`config.mk`:
```
export PLATFORM = sky130hd
export DESIGN_NAME = axi_outstanding_limiter
export DESIGN_NICKNAME = d
export VERILOG_FILES = /design/src/rtl/axi_outstanding_limiter.sv
export SDC_FILE = /design/constraint.sdc
export NUM_CORES = 1
export LEC_CHECK = 0
export BUFFER_PORTS_ARGS = -buffer_cell sky130_fd_sc_hd__buf_2
export CAP_MARGIN = 20
export CORE_AREA = 10 10 269 271
export DETAILED_ROUTE_END_ITERATION = 8
export DIE_AREA = 0 0 279 281
export SLEW_MARGIN = 25
export SYNTH_ARGS = -nofsm -noshare
export SYNTH_HDL_FRONTEND = slang
export SYNTH_SLANG_ARGS = --single-unit
```
`constraint.sdc`:
```
create_clock -name clk_i -period 2.3 [get_ports clk_i]
set_input_delay 0.345 -clock clk_i [delete_from_list [all_inputs] [get_ports clk_i]]
set_output_delay 0.345 -clock clk_i [all_outputs]
set_load 0.01 [all_outputs]
```
`src/rtl/axi_outstanding_limiter.sv`:
```
// AXI4 outstanding-transaction limiter: pass-through of all channels with AR/AW gating at a limit.
// Optional response watchdog enabled by defining AXI_OUTSTANDING_WATCHDOG_EN.
module axi_outstanding_limiter #(
    parameter int unsigned LOCAL_AXI_DATA_WIDTH = 64,
    parameter int unsigned LOCAL_AXI_ADDR_WIDTH = 64,
    parameter int unsigned LOCAL_AXI_ID_WIDTH   = 4,
    parameter int unsigned MAX_READ_TXNS        = 4,
    parameter int unsigned MAX_WRITE_TXNS       = 4,
    parameter int unsigned TIMEOUT_CYCLES       = 1024
) (
    input  logic                                   clk_i,
    input  logic                                   rst_ni,
    // Slave side: AW
    input  logic [LOCAL_AXI_ID_WIDTH-1:0]          s_axi_awid,
    input  logic [LOCAL_AXI_ADDR_WIDTH-1:0]        s_axi_awaddr,
    input  logic [7:0]                             s_axi_awlen,
    input  logic [2:0]                             s_axi_awsize,
    input  logic [1:0]                             s_axi_awburst,
    input  logic                                   s_axi_awlock,
    input  logic [3:0]                             s_axi_awcache,
    input  logic [2:0]                             s_axi_awprot,
    input  logic [3:0]                             s_axi_awqos,
    input  logic [3:0]                             s_axi_awregion,
    input  logic                                   s_axi_awvalid,
    output logic                                   s_axi_awready,
    // Slave side: W
    input  logic [LOCAL_AXI_DATA_WIDTH-1:0]        s_axi_wdata,
    input  logic [LOCAL_AXI_DATA_WIDTH/8-1:0]      s_axi_wstrb,
    input  logic                                   s_axi_wlast,
    input  logic                                   s_axi_wvalid,
    output logic                                   s_axi_wready,
    // Slave side: B
    output logic [LOCAL_AXI_ID_WIDTH-1:0]          s_axi_bid,
    output logic [1:0]                             s_axi_bresp,
    output logic                                   s_axi_bvalid,
    input  logic                                   s_axi_bready,
    // Slave side: AR
    input  logic [LOCAL_AXI_ID_WIDTH-1:0]          s_axi_arid,
    input  logic [LOCAL_AXI_ADDR_WIDTH-1:0]        s_axi_araddr,
    input  logic [7:0]                             s_axi_arlen,
    input  logic [2:0]                             s_axi_arsize,
    input  logic [1:0]                             s_axi_arburst,
    input  logic                                   s_axi_arlock,
    input  logic [3:0]                             s_axi_arcache,
    input  logic [2:0]                             s_axi_arprot,
    input  logic [3:0]                             s_axi_arqos,
    input  logic [3:0]                             s_axi_arregion,
    input  logic                                   s_axi_arvalid,
    output logic                                   s_axi_arready,
    // Slave side: R
    output logic [LOCAL_AXI_ID_WIDTH-1:0]          s_axi_rid,
    output logic [LOCAL_AXI_DATA_WIDTH-1:0]        s_axi_rdata,
    output logic [1:0]                             s_axi_rresp,
    output logic                                   s_axi_rlast,
    output logic                                   s_axi_rvalid,
    input  logic                                   s_axi_rready,
    // Master side: AW
    output logic [LOCAL_AXI_ID_WIDTH-1:0]          m_axi_awid,
    output logic [LOCAL_AXI_ADDR_WIDTH-1:0]        m_axi_awaddr,
    output logic [7:0]                             m_axi_awlen,
    output logic [2:0]                             m_axi_awsize,
    output logic [1:0]                             m_axi_awburst,
    output logic                                   m_axi_awlock,
    output logic [3:0]                             m_axi_awcache,
    output logic [2:0]                             m_axi_awprot,
    output logic [3:0]                             m_axi_awqos,
    output logic [3:0]                             m_axi_awregion,
    output logic                                   m_axi_awvalid,
    input  logic                                   m_axi_awready,
    // Master side: W
    output logic [LOCAL_AXI_DATA_WIDTH-1:0]        m_axi_wdata,
    output logic [LOCAL_AXI_DATA_WIDTH/8-1:0]      m_axi_wstrb,
    output logic                                   m_axi_wlast,
    output logic                                   m_axi_wvalid,
    input  logic                                   m_axi_wready,
    // Master side: B
    input  logic [LOCAL_AXI_ID_WIDTH-1:0]          m_axi_bid,
    input  logic [1:0]                             m_axi_bresp,
    input  logic                                   m_axi_bvalid,
    output logic                                   m_axi_bready,
    // Master side: AR
    output logic [LOCAL_AXI_ID_WIDTH-1:0]          m_axi_arid,
    output logic [LOCAL_AXI_ADDR_WIDTH-1:0]        m_axi_araddr,
    output logic [7:0]                             m_axi_arlen,
    output logic [2:0]                             m_axi_arsize,
    output logic [1:0]                             m_axi_arburst,
    output logic                                   m_axi_arlock,
    output logic [3:0]                             m_axi_arcache,
    output logic [2:0]                             m_axi_arprot,
    output logic [3:0]                             m_axi_arqos,
    output logic [3:0]                             m_axi_arregion,
    output logic                                   m_axi_arvalid,
    input  logic                                   m_axi_arready,
    // Master side: R
    input  logic [LOCAL_AXI_ID_WIDTH-1:0]          m_axi_rid,
    input  logic [LOCAL_AXI_DATA_WIDTH-1:0]        m_axi_rdata,
    input  logic [1:0]                             m_axi_rresp,
    input  logic                                   m_axi_rlast,
    input  logic                                   m_axi_rvalid,
    output logic                                   m_axi_rready,
    // Status
    input  logic                                   clear_i,
    output logic [$clog2(MAX_READ_TXNS+1)-1:0]     rd_outstanding_o,
    output logic [$clog2(MAX_WRITE_TXNS+1)-1:0]    wr_outstanding_o,
    output logic                                   idle_o,
    output logic                                   proto_err_o,
    output logic                                   timeout_o
);

    localparam int unsigned RdCntW = $clog2(MAX_READ_TXNS + 1);
    localparam int unsigned WrCntW = $clog2(MAX_WRITE_TXNS + 1);

    logic [RdCntW-1:0] rd_cnt, rd_cnt_next;
    logic [WrCntW-1:0] wr_cnt, wr_cnt_next;
    logic              proto_err, proto_err_next;
    logic              rd_full, wr_full;
    logic              rd_inc, rd_dec, rd_underflow, r_hs;
    logic              wr_inc, wr_dec, wr_underflow;
    logic              timeout_set;

    assign rd_full = (rd_cnt == RdCntW'(MAX_READ_TXNS));
    assign wr_full = (wr_cnt == WrCntW'(MAX_WRITE_TXNS));

    assign m_axi_awid     = s_axi_awid;
    assign m_axi_awaddr   = s_axi_awaddr;
    assign m_axi_awlen    = s_axi_awlen;
    assign m_axi_awsize   = s_axi_awsize;
    assign m_axi_awburst  = s_axi_awburst;
    assign m_axi_awlock   = s_axi_awlock;
    assign m_axi_awcache  = s_axi_awcache;
    assign m_axi_awprot   = s_axi_awprot;
    assign m_axi_awqos    = s_axi_awqos;
    assign m_axi_awregion = s_axi_awregion;
    assign m_axi_awvalid  = s_axi_awvalid & ~wr_full;
    assign s_axi_awready  = m_axi_awready & ~wr_full;

    assign m_axi_wdata  = s_axi_wdata;
    assign m_axi_wstrb  = s_axi_wstrb;
    assign m_axi_wlast  = s_axi_wlast;
    assign m_axi_wvalid = s_axi_wvalid;
    assign s_axi_wready = m_axi_wready;

    assign s_axi_bid    = m_axi_bid;
    assign s_axi_bresp  = m_axi_bresp;
    assign s_axi_bvalid = m_axi_bvalid;
    assign m_axi_bready = s_axi_bready;

    assign m_axi_arid     = s_axi_arid;
    assign m_axi_araddr   = s_axi_araddr;
    assign m_axi_arlen    = s_axi_arlen;
    assign m_axi_arsize   = s_axi_arsize;
    assign m_axi_arburst  = s_axi_arburst;
    assign m_axi_arlock   = s_axi_arlock;
    assign m_axi_arcache  = s_axi_arcache;
    assign m_axi_arprot   = s_axi_arprot;
    assign m_axi_arqos    = s_axi_arqos;
    assign m_axi_arregion = s_axi_arregion;
    assign m_axi_arvalid  = s_axi_arvalid & ~rd_full;
    assign s_axi_arready  = m_axi_arready & ~rd_full;

    assign s_axi_rid    = m_axi_rid;
    assign s_axi_rdata  = m_axi_rdata;
    assign s_axi_rresp  = m_axi_rresp;
    assign s_axi_rlast  = m_axi_rlast;
    assign s_axi_rvalid = m_axi_rvalid;
    assign m_axi_rready = s_axi_rready;

    assign rd_inc       = m_axi_arvalid & m_axi_arready;
    assign r_hs         = m_axi_rvalid & s_axi_rready;
    assign rd_dec       = r_hs & m_axi_rlast;
    assign rd_underflow = rd_dec & (rd_cnt == '0);
    assign wr_inc       = m_axi_awvalid & m_axi_awready;
    assign wr_dec       = m_axi_bvalid & s_axi_bready;
    assign wr_underflow = wr_dec & (wr_cnt == '0);

    // An underflowing decrement is dropped; the counters can never wrap.
    always_comb begin
        rd_cnt_next = rd_cnt;
        if (rd_inc && !rd_dec) begin
            rd_cnt_next = rd_cnt + RdCntW'(1);
        end else if (rd_dec && !rd_inc && !rd_underflow) begin
            rd_cnt_next = rd_cnt - RdCntW'(1);
        end
        wr_cnt_next = wr_cnt;
        if (wr_inc && !wr_dec) begin
            wr_cnt_next = wr_cnt + WrCntW'(1);
        end else if (wr_dec && !wr_inc && !wr_underflow) begin
            wr_cnt_next = wr_cnt - WrCntW'(1);
        end
        proto_err_next = clear_i ? 1'b0 : proto_err;
        if (rd_underflow || wr_underflow) begin
            proto_err_next = 1'b1;
        end
    end

    always_ff @(posedge clk_i or negedge rst_ni) begin
        if (!rst_ni) begin
            rd_cnt    <= '0;
            wr_cnt    <= '0;
            proto_err <= 1'b0;
        end else begin
            rd_cnt    <= rd_cnt_next;
            wr_cnt    <= wr_cnt_next;
            proto_err <= proto_err_next;
        end
    end

`ifdef AXI_OUTSTANDING_WATCHDOG_EN
    localparam int unsigned TmrW = $clog2(TIMEOUT_CYCLES + 1);
    localparam logic [TmrW-1:0] TmrMax = TmrW'(TIMEOUT_CYCLES);

    logic [TmrW-1:0] rd_tmr, rd_tmr_next, wr_tmr, wr_tmr_next;
    logic            timeout, timeout_next;

    always_comb begin
        rd_tmr_next = rd_tmr;
        if (r_hs || rd_cnt == '0) begin
            rd_tmr_next = '0;
        end else if (rd_tmr != TmrMax) begin
            rd_tmr_next = rd_tmr + TmrW'(1);
        end
        wr_tmr_next = wr_tmr;
        if (wr_dec || wr_cnt == '0) begin
            wr_tmr_next = '0;
        end else if (wr_tmr != TmrMax) begin
            wr_tmr_next = wr_tmr + TmrW'(1);
        end
        timeout_set  = (rd_tmr_next == TmrMax) || (wr_tmr_next == TmrMax);
        timeout_next = clear_i ? 1'b0 : timeout;
        if (timeout_set) begin
            timeout_next = 1'b1;
        end
    end

    always_ff @(posedge clk_i or negedge rst_ni) begin
        if (!rst_ni) begin
            rd_tmr  <= '0;
            wr_tmr  <= '0;
            timeout <= 1'b0;
        end else begin
            rd_tmr  <= rd_tmr_next;
            wr_tmr  <= wr_tmr_next;
            timeout <= timeout_next;
        end
    end

    assign timeout_o = timeout;
`else
    assign timeout_set = 1'b0;
    assign timeout_o   = timeout_set;
`endif

    assign rd_outstanding_o = rd_cnt;
    assign wr_outstanding_o = wr_cnt;
    assign idle_o           = (rd_cnt == '0) && (wr_cnt == '0);
    assign proto_err_o      = proto_err;

endmodule

```
* After elaboration in Yosys (flattened, before gate mapping) *
Cells that the tools add are included.

word-level totals
  bits in registers = 7
  word-level logic and storage cells = 47

cells by class
  reduce and logical (&&, ||, !) cells = 19
  muxes and demuxes = 6
  $add $sub $neg = 4
  bitwise logic cells = 13
  eq/ne operators = 2

operators by type and width
  cell                                               number
  2-to-1 mux 3 bit                                   4
  AND 1 bit                                          11
  logical AND 1 bit                                  7
  adder 3 x 1 -> 3 bit (second input constant)       2
  equality test 3 bit (second input constant)        2
  logical NOT 1 bit                                  6
  logical NOT 3 bit                                  2
  nonzero test 2 bit                                 3
  subtractor 3 x 1 -> 3 bit (second input constant)  2
  2-to-1 mux 1 bit                                   2
  NOT 1 bit                                          2
  logical OR 1 bit                                   1

* Logic depth before layout (Yosys ltp) *
Gate-level depths: netlist (run 1).

  depth after elaboration = 9
  depth in mapped cells = 7
  gate-level depth less buffers = 7

* Worst setup path before layout (run 1) *
Ideal clock, no wire load.

  path type = reg-to-reg
  from = register rd_cnt[0], in the netlist rd_outstanding_o[0]
  to = register rd_cnt[2], in the netlist rd_outstanding_o[2]
  cell stages (with the launch flop) = 8
  setup slack = 549 ps
  library setup time = 120 ps
  data arrival time = 1,631 ps
  buffers on the path = 0
  path through = dfrtp_1 nor2_1 nand2_1 nand2_1 fa_1 nor3b_1 a21oi_1 and3_1

between the ends
  longest elaborated chain between the ends = 8
  elaborated cells on any way between the ends = 16

RTL lines
  what                             RTL line  text
  start, declared                  113       logic [RdCntW-1:0] rd_cnt, rd_cnt_next;
  start signal, assigned           202       rd_cnt <= rd_cnt_next;
  equality test 3 bit              121       assign rd_full = (rd_cnt == RdCntW'(MAX_READ_TXNS));
  NOT 1 bit                        158       assign m_axi_arvalid = s_axi_arvalid & ~rd_full;
  AND 1 bit                        158
  AND 1 bit                        168       assign rd_inc = m_axi_arvalid & m_axi_arready;
  logical NOT 1 bit                181       end else if (rd_dec && !rd_inc && !rd_underflow) begin
  logical AND 1 bit (2 in series)  181
  nonzero test 2 bit (no line)     -

Parallel ways exist; a longest one is shown, timed or not. The select of a mux whose other input is x is not followed.
A chain may end at the register's enable or synchronous reset.

* Worst setup path after layout (run 1) *
  from = register rd_cnt[1], in the netlist rd_outstanding_o[1]
  to = output idle_o

between the ends
  longest elaborated chain between the ends = 2

RTL lines
  what               RTL line  text
  logical NOT 3 bit  255       assign idle_o = (rd_cnt == '0) && (wr_cnt == '0);
  logical AND 1 bit  255
  end, declared      105       output logic idle_o,

Every way passes these cells.

==> summary.md, run 1 <==
| Metric | Value |
|---|---|
| Depth of the most critical reg-to-reg path | `7` |
| Die Width | `279 um` |
| CP max stage delay | `0.47 ns` |
| Num Clock Sinks | `7` |
| Clock transition at path regs | `0.04 ns` |
| Row Count | `95` |
| F_max | `515 MHz` |
| CP arrival | `1.60 ns` |
| Pins over their slew limit | `0` |
| Fin nets | `462` |
| CP top delay family | `simple AND/OR/NAND/NOR gates` |
| Routability cong. | `0.622` |
| Post-synthesis register bit count | `7` |
| CTS tree | `done` |
| Clk buf depth | `2` |
| PortBufs | `28` |
| Largest net degree at the start of global routing | `10` |
| Commonest non-fill, non-tap cell in the layout | `buf_2` |
| Tot Pwr | `1180 uW` |
| R2R setup slack | `0.43 ns` |
| H-tree levels | `1` |
| Final setup viols | `0` |
| Fin Hold WS | `0.415 ns` |
| CP endpoint kind | `output port` |
| Number of antenna violations at the first check in global routing | `2` |
| Status | `complete, no violations` |
| DP Worst Slack | `0.298 ns` |
| DRC violations left | `0` |
| Synth Flop Type | `dfrtp_1` |
| Final setup margin | `0.359 ns` |
| Via density | `1.37` |
| Share of post-route cells with drive strength above 1 | `38.2%` |
| Crit path buffers/inverters | `1` |
| Reg2reg start | `wr_outstanding_o[0]` |
| Crit path cell chain | `or3_1, nor3_2, buf_2` |
| DIE HEIGHT | `281 um` |
| TritonCTS Buffers | `3` |
| Skew final | `0.00516 ns` |
| Worst setup path startpoint | `rd_outstanding_o[1]` |
| First-pass GRT wire length | `29400 um` |
| Max VDD drop | `0.148 mV` |
| Final critical-path share of the clock period | `84.4%` |
| Vias | `1337` |
| Leak | `0.000389 uW` |
| Post-Synthesis Mean Instance Area | `7.67 um2` |
| Crit start category | `flip-flop` |
| Crit-path max FO | `8` |
| Detailed Routing Iterations Pass 1 | `4` |
| Data required, critical path | `1.96 ns` |
| Hold WC Path Type | `in -> reg` |
| DIE AREA | `78400 um2` |
| Vias in the first global route | `1509` |
| I/O pins | `720` |
| Synth cell types | `31` |
| Ys Warns | `0` |
| Crit path to | `idle_o` |
| WS Path Type | `reg -> out` |
| Initial core utilization | `4.81%` |
| Dpl cell area | `1820 um2` |
| Layout area overhead | `-40.5%` |
| Number of synthesized flops with an enable pin | `0` |
| Fin crit period | `1.94 ns` |
| Worst skew pair latency | `0.24 ns` |
| Slowest cell on crit path | `or3_1` |
| Max-cap violation count | `0` |
| Global Route Usage Sum | `6.41%` |
| Core area | `66800 um2` |
| RSZ-0062 raised after global routing | `no` |
| Setup TNS | `0 ns` |
| Mapped cell area | `3210 um2` |
| Synth async-reset ratio | `100%` |
| Critical register-to-register path endpoint | `wr_outstanding_o[2]` |
| Syn nets | `778` |
| Pwr dens | `617 nW/um2` |
| Sequential share of the synthesized area | `5.45%` |
| Post-Route WL | `26600 um` |
| Detailed router's first-iteration violation count | `29` |
| Final hold viol count | `0` |
| Levels on crit path | `3` |
| Detail Route Antenna Nets | `0` |
| Routed wire per std cell | `27.2 um` |
| Cell area after layout | `1910 um2` |
| Gr ovfl total | `0` |
| Most frequent cells in the layout | `buf_2 (28), nand2_1 (12), dfrtp_1 (7)` |
| CTS Root Buffer Type | `clkbuf_16` |
| Synth Instances | `419` |
| N_diodes | `0` |
| Post-DP HPWL | `24700 um` |
==> stage by stage <==
step	cells	util, %
floorplan	419	-
global placement	970	2.72
detailed placement	970	2.72
CTS	975	2.86
global route	975	2.86
finish	975	2.86
==> routing by layer <==
layer	vias to the layer above	track usage, %	share of wire, %	wire, um
met5	-	0	0.049	13
met4	2	6.33	11	2950
met3	211	10.0	33	8900
met2	389	9.37	42	11100
met1	418	2.49	14	3620
li1	317	-	-	-
==> worst register-to-register path: stages (launching register included) <==
cell and delay, ns:
dfrtp_1 0.47, nor2_1 0.10, nand2_1 0.12, nand2_1 0.07, fa_1 0.43, nor3b_1 0.30
a211oi_1 0.10, a211oi_2 0.19
==> worst min path at each step <==
| stage | startpoint | end | cells past startpoint |
|---|---|---|---|
| 5_1_grt | clear_i | proto_err_o | 4 |
| 2_1_floorplan | rst_ni | proto_err_o | 0 |
| 3_5_place_dp | rst_ni | proto_err_o | 1 |
| 4_1_cts | clear_i | proto_err_o | 4 |
| 6_report | clear_i | proto_err_o | 4 |
| 3_3_place_gp | rst_ni | proto_err_o | 1 |
==> state kept, by name (all words and copies together), names as in the netlist <==
signal,count
proto_err_o,1
rd_outstanding_o,3
wr_outstanding_o,3
==> cell families (layout without fill, tap and decap cells) <==
group	after synthesis	after routing	share of synthesized area, %
buffers and inverters	353	36	82.2
xor gates and xnor gates	4	4	1.09
AOI/OAI and AO/OA	17	17	3.66
adders and majority gates	2	2	1.25
other	1	1	0.117
DFF	7	7	5.45
and+or+nand+nor	35	35	6.23
==> area by class of cell <==
| class | instances | area [um2] |
|---|---|---|
| clock buffers | 4 | 78.8 |
| fillers | 8000 | 64900 |
| inverters | 2 | 7.51 |
| multi-input cells | 59 | 402 |
| flip-flops and latches | 7 | 175 |
| well taps | 873 | 1090 |
| repair buffers | 30 | 158 |
==> where the power goes <==
| part | total [uW] | internal (uW) | switching, uW |
|---|---|---|---|
| Sequential | 283 | 183 | 99.7 |
| Combinational | 581 | 221 | 361 |
| Clock | 317 | 233 | 84.5 |
==> Yosys cell counts (2+ instances only) <==
cell type  count  area share, %
a21oi_1        3           0.47
and2_1         4           0.78
buf_4        351             82
dfrtp_1        7            5.4
fa_1           2            1.2
inv_1          2           0.23
nand2_1       12            1.4
nand2_2        2           0.39
nand3_1        2           0.31
nor2_1         4           0.47
nor3_1         2           0.31
nor3b_1        2           0.47
o211ai_1       2           0.47
o21ai_0        5           0.78
xnor2_1        2           0.55
xor2_1         2           0.55
==> repair_timing <==
| action | in CTS | in global routing |
|---|---|---|
| hold buffers | 1 | 0 |
| buffers inserted | 0 | 0 |
| setup endpoints to repair | 0 | 1 |
| gates resized for setup | 0 | 1 |
| hold endpoints to repair | 7 | 0 |
(Power assumes the default switching activity.)
==> inputs of run 2 (changes only) <==
clock period = 1.9 ns   (was 2.3 ns; I/O delays follow)
==> run 2 against run 1 <==
Against the previous run: sequential share of layout area fell by 0.32 points; global-route usage barely moved; final cell count grew 1.0%; clock skew is 0.0037 ns lower; worst hold slack better by 0.043 ns; critical endpoint is now rd_outstanding_o[2]; largest cell class unchanged; largest power group unchanged.
==> summary.md, run 2 (synthesis results as in run 1) <==
| Metric | Value |
|---|---|
| DIE HEIGHT | `281 um (unchanged)` |
| Skew final | `0.00145 ns (-0.00371 ns)` |
| Clock transition at path regs | `0.04 ns (about the same)` |
| CTS tree | `done` |
| Commonest non-fill, non-tap cell in the layout | `buf_2` |
| F_max | `562 MHz` |
| Final critical-path share of the clock period | `93.7%` |
| RSZ-0062 raised after global routing | `no` |
| Share of post-route cells with drive strength above 1 | `43.2% (+5.0 points)` |
| DRC violations left | `0 (unchanged)` |
| Largest net degree at the start of global routing | `9 (-1)` |
| Post-DP HPWL | `24700 um (+0.23%)` |
| Fin cells | `985 (+1.0%)` |
| Vias | `1341 (+0.30%)` |
| Status | `complete, no violations` |
| CP most frequent cell | `nand2_1` |
| Final hold viol count | `0 (unchanged)` |
| Fin nets | `471 (+1.9%)` |
| Routability cong. | `0.661 (+6.2%)` |
| Final core occ | `2.97% (+0.10 points)` |
| I/O pins | `720 (unchanged)` |
| Gr ovfl total | `0 (unchanged)` |
| Final setup viols | `0 (unchanged)` |
| H-tree levels | `1 (unchanged)` |
| CTS Root Buffer Type | `clkbuf_16` |
| DIE AREA | `78400 um2 (unchanged)` |
| CP max stage delay | `0.43 ns (-0.04 ns)` |
| Data required, critical path | `2.03 ns (+0.07 ns)` |
| Filler cells | `7990 (-0.13%)` |
| WS Path Type | `reg -> reg` |
| Post-Route WL | `26600 um (about the same)` |
| TritonCTS Buffers | `3 (unchanged)` |
| Die Width | `279 um (unchanged)` |
| Vias in the first global route | `1497 (-0.80%)` |
| Row Count | `95 (unchanged)` |
| Setup TNS | `0 ns (unchanged)` |
| Crit-path max FO | `4 (-4)` |
| Worst skew pair latency | `0.24 ns (about the same)` |
| Core area | `66800 um2 (unchanged)` |
| Routed wire per std cell | `27.0 um (-1.0%)` |
| Detail Route Antenna Nets | `0 (unchanged)` |
| Via density | `1.36 (-0.72%)` |
| Most frequent cells in the layout | `buf_2 (28), nand2_1 (12), buf_4 (10)` |
| Crit path cell chain | `nor2_1, nand2_1, nand2_1, fa_1, nor3b_1, a21oi_1, and3_1` |
| Leak | `0.000433 uW (+11%)` |
| Layout area overhead | `-38.3%` |
| Number of antenna violations at the first check in global routing | `2 (unchanged)` |
| Num Clock Sinks | `7 (unchanged)` |
| CP top delay family | `simple AND/OR/NAND/NOR gates` |
| CP arrival | `1.91 ns (+0.31 ns)` |
| Initial core utilization | `4.81% (unchanged)` |
| Global Route Usage Sum | `6.36% (-0.048 points)` |
| CP endpoint kind | `flip-flop` |
| Setup Fix Bufs, Post-CTS | `0 (unchanged)` |
| Hold WC Path Type | `in -> reg` |
| First-pass GRT wire length | `29200 um (-0.89%)` |
| Max-cap violation count | `0 (unchanged)` |
| Max VDD drop | `0.230 mV (+55%)` |
| Placed Instances | `979 (+0.93%)` |
| Pwr dens | `768 nW/um2 (+24%)` |
| Crit start category | `flip-flop` |
| PortBufs | `28 (unchanged)` |
| Slowest cell on crit path | `fa_1` |
| Clk buf depth | `2 (unchanged)` |
| Fin crit period | `1.78 ns` |
| Crit path buffers/inverters | `0 (-1)` |
| Detailed Routing Iterations Pass 1 | `2 (-2)` |
| Detailed router's first-iteration violation count | `25 (-14%)` |
| Tot Pwr | `1520 uW (+29%)` |
| Pins over their slew limit | `0 (unchanged)` |
==> run 2: cell count changes in the layout (fill, tap and decap cells not counted), sizes merged <==
cell,previous run,this run
buf,29,38
diode,0,1
==> run 2: per-layer routing <==
layer	wire [um]	global-route usage, %	vias to the layer above
li1	-	-	332
met1	3530	2.40	415
met2	11100	9.33	393
met3	8990	10.0	201
met4	2930	6.24	0
met5	0	0.128	-
==> run 2: path summary, 6_finish.rpt <==
| kind | to | start | cells past startpoint | slack (ns) |
|---|---|---|---|---|
| max in group asynchronous | rd_outstanding_o[2] | rst_ni | 2 | 1.22 |
| min in group asynchronous | proto_err_o | rst_ni | 2 | 0.47 |
| min reg2reg | wr_outstanding_o[2] | wr_outstanding_o[2] | 2 | 0.61 |
| max reg2reg | rd_outstanding_o[2] | rd_outstanding_o[0] | 7 | 0.12 |
| max | rd_outstanding_o[2] | rd_outstanding_o[0] | 7 | 0.12 |
| min | proto_err_o | clear_i | 4 | 0.46 |
==> run 2: through the flow <==
stage | setup WS, ns | hold WS (ns) | instance area, um2
final | 0.120 | 0.458 | 1980
after global placement | 0.0499 | 0.185 | 1890
after global routing | 0.0181 | 0.462 | 1980
after CTS | 0.105 | 0.436 | 1980
after floorplan | 0.149 | -0.0106 | 3210
after detailed placement | 0.0381 | 0.182 | 1890
==> run 2: final cells by class <==
type	instances	area, um2	share of cell area (%)
Sequential cell	7	175	8.83
Inverter	2	7.51	0.379
Multi-Input combinational cell	59	402	20.3
Clock buffer	4	78.8	3.97
Antenna cell	1	2.50	0.126
Tap cell	873	1090	55.1
Timing Repair Buffer	39	225	11.4
==> run 2: timing repair <==
| action | 4_1_cts | 5_1_grt |
|---|---|---|
| hold endpoints to repair | 7 | 0 |
| hold buffers | 1 | 0 |
| gates resized for setup | 1 | 0 |
| setup endpoints to repair | 1 | 0 |
==> run 2: power breakdown <==
part	internal, uW	total (uW)	switching [uW]
Clock	281	381	100
Sequential	222	272	49.7
Combinational	358	871	513
==> run 2: worst register-to-register path, delay by kind of cell, from the launching register on <==
family          cells  cell delay, ns
simple gates        5            0.73
compound gates      1            0.11
flops               1            0.40
fa+ha+maj           1            0.43
==> inputs of run 3 (changes only) <==
CTS_BUF_LIST = sky130_fd_sc_hd__clkbuf_2   (was not set)
==> run 3 against run 2 <==
Against the previous run: total power decreased by 14%; clock power decreased by 63%; maximum frequency increased by 3.1%; die area unchanged; clock skew decreased by 0.0011 ns; design area decreased by 2.2%; routed wire length about the same; core utilization decreased by 0.066 points; non-clock buffer count increased by 1; worst setup slack improved by 0.053 ns; sequential power decreased by 3%; critical path type unchanged; largest cell class unchanged.
==> summary.md, run 3 (synthesis results as in run 1) <==
| Metric | Value |
|---|---|
| Status | `complete, no violations` |
| TritonCTS Buffers | `3 (unchanged)` |
| Pins over their slew limit | `0 (unchanged)` |
| Register area | `175 um2 (unchanged)` |
| F_max | `579 MHz (+3.1%)` |
| DP Worst Slack | `0.0381 ns (unchanged)` |
| Internal | `649 uW (-25%)` |
| Data required, critical path | `2.08 ns (+0.05 ns)` |
| Vias | `1344 (+0.22%)` |
| I/O pins | `720 (unchanged)` |
| Final core occ | `2.90% (-0.066 points)` |
| DIE AREA | `78400 um2 (unchanged)` |
| DRC violations left | `0 (unchanged)` |
| Die Width | `279 um (unchanged)` |
| Most frequent cells in the layout | `buf_2 (27), nand2_1 (12), buf_4 (12)` |
| Core area | `66800 um2 (unchanged)` |
| Cell area after layout | `1940 um2 (-2.2%)` |
| Clock transition at path regs | `0.11 ns (+0.07 ns)` |
| Largest net degree at the start of global routing | `9 (unchanged)` |
| Commonest non-fill, non-tap cell in the layout | `buf_2` |
| Pwr dens | `673 nW/um2 (-12%)` |
| Layout area overhead | `-39.7%` |
| Final critical-path share of the clock period | `90.9% (-2.8 points)` |
| Max VDD drop | `0.227 mV (-1.6%)` |
| H-tree levels | `1 (unchanged)` |
| Filler cells | `7996 (+0.075%)` |
| CP endpoint kind | `flip-flop` |
| DIE HEIGHT | `281 um (unchanged)` |
| Hold WC Path Type | `in -> reg` |
| Met1 Use GR | `2.40% (unchanged)` |
| Routed wire per std cell | `26.9 um (about the same)` |
| PortBufs | `28 (unchanged)` |
| First-pass GRT wire length | `29200 um (about the same)` |
| Row Count | `95 (unchanged)` |
| Detailed router's first-iteration violation count | `42 (+68%)` |
| Post-Route WL | `26600 um (about the same)` |
| Fin crit period | `1.73 ns (-0.0529 ns)` |
| Vias in the first global route | `1487 (-0.67%)` |
| Detail Route Antenna Nets | `0 (unchanged)` |
| Final setup margin | `0.173 ns (+0.0529 ns)` |
| Setup TNS | `0 ns (unchanged)` |
| Fin Hold WS | `0.414 ns (-0.0440 ns)` |
| Fin nets | `472 (+0.21%)` |
| RSZ-0062 raised after global routing | `no` |
| Switching share of power | `50.3% (+6.8 points)` |
| Flop pwr share | `20.3% (+2.4 points)` |
| Via density | `1.36 (+0.12%)` |
| Dpl cell area | `1890 um2 (unchanged)` |
| Number of antenna violations at the first check in global routing | `2 (unchanged)` |
| Global route hottest layer | `met3` |
| Detailed Routing Iterations Pass 1 | `4 (+2)` |
| Clk buf depth | `2 (unchanged)` |
| Gr ovfl total | `0 (unchanged)` |
| Routability cong. | `0.661 (unchanged)` |
| Clk network pwr share | `10.8% (-14 points)` |
| Final setup viols | `0 (unchanged)` |
| Post-DP HPWL | `24700 um (unchanged)` |
| Crit start category | `flip-flop` |
| Share of post-route cells with drive strength above 1 | `45.5% (+2.3 points)` |
| CTS Root Buffer Type | `clkbuf_2` |
| CTS tree | `done` |
| WS Path Type | `reg -> reg` |
| Worst skew pair latency | `0.27 ns (+0.03 ns)` |
| Crit-path max FO | `4 (unchanged)` |
| Initial core utilization | `4.81% (unchanged)` |
| R2R setup slack | `0.17 ns (+0.05 ns)` |
| Global Route Usage Sum | `6.36% (about the same)` |
| Final hold viol count | `0 (unchanged)` |
| Met2 usage in global routing | `9.33% (unchanged)` |
| Num Clock Sinks | `7 (unchanged)` |
| Leak | `0.000417 uW (-3.7%)` |
| Multi-input logic area | `407 um2 (+1.2%)` |
| Met3 GRT Util | `10.0% (+0.025 points)` |
| Comb power frac | `68.8% (+12 points)` |
| CP arrival | `1.91 ns (about the same)` |
| Max-cap violation count | `0 (unchanged)` |
| Sw Pwr | `656 uW (-1.1%)` |
| Skew final | `0.000378 ns (-0.00107 ns)` |
-- run 3: cell types whose count changed in the layout (fill, tap and decap cells not counted), sizes merged --
cell and change:
buf +1
-- run 3: final timing paths --
path	startpoint	end	depth (start not counted)
max	rd_outstanding_o[1]	rd_outstanding_o[2]	7
min	s_axi_bready	proto_err_o	3
max reg2reg	rd_outstanding_o[1]	rd_outstanding_o[2]	7
min reg2reg	wr_outstanding_o[2]	wr_outstanding_o[2]	2
max in group asynchronous	rst_ni	rd_outstanding_o[2]	2
min in group asynchronous	rst_ni	proto_err_o	2
-- run 3: critical path, stage by stage (launching register included) --
cell     delay [ns]
dfrtp_1        0.39
nor2_1         0.06
nand2_1        0.10
nand2_1        0.08
fa_1           0.43
nor3b_1        0.28
a21oi_1        0.10
and3_1         0.18
-- run 3: cell type report --
cell class,instances,share of cell area [%]
Sequential cell,7,9.03
Timing Repair Buffer,40,12.1
Multi-Input combinational cell,59,21.0
Clock buffer,4,1.03
Antenna cell,1,0.129
Tap cell,873,56.3
Inverter,2,0.387
-- run 3: metal layers --
layer  wire (um)  share of wire (%)
met1        3530                 13
met2       11100                 42
met3        8990                 34
met4        2930                 11
met5           0                  0
-- run 3: power groups by stage --
stage | clock [uW] | sequential, uW | combinational [uW]
finish | 142 | 265 | 897
global route | 166 | 276 | 1020
CTS | 162 | 272 | 927
detailed placement | 0 | 274 | 914
global placement | 0 | 271 | 904
floorplan | 0 | 370 | 1080
-- run 3: timing repair --
action / in CTS / in global routing
hold buffers: 1 / 0
hold endpoints to repair: 7 / 0
resized for setup: 1 / 3
endpoints found under the setup margin: 1 / 1
setup buffers: 0 / 1
-- run 3: metrics by stage --
step	instances	power, uW
floorplan	419	1450
global placement	979	1180
detailed placement	979	1190
CTS	984	1360
global route	985	1460
finish	986	1300
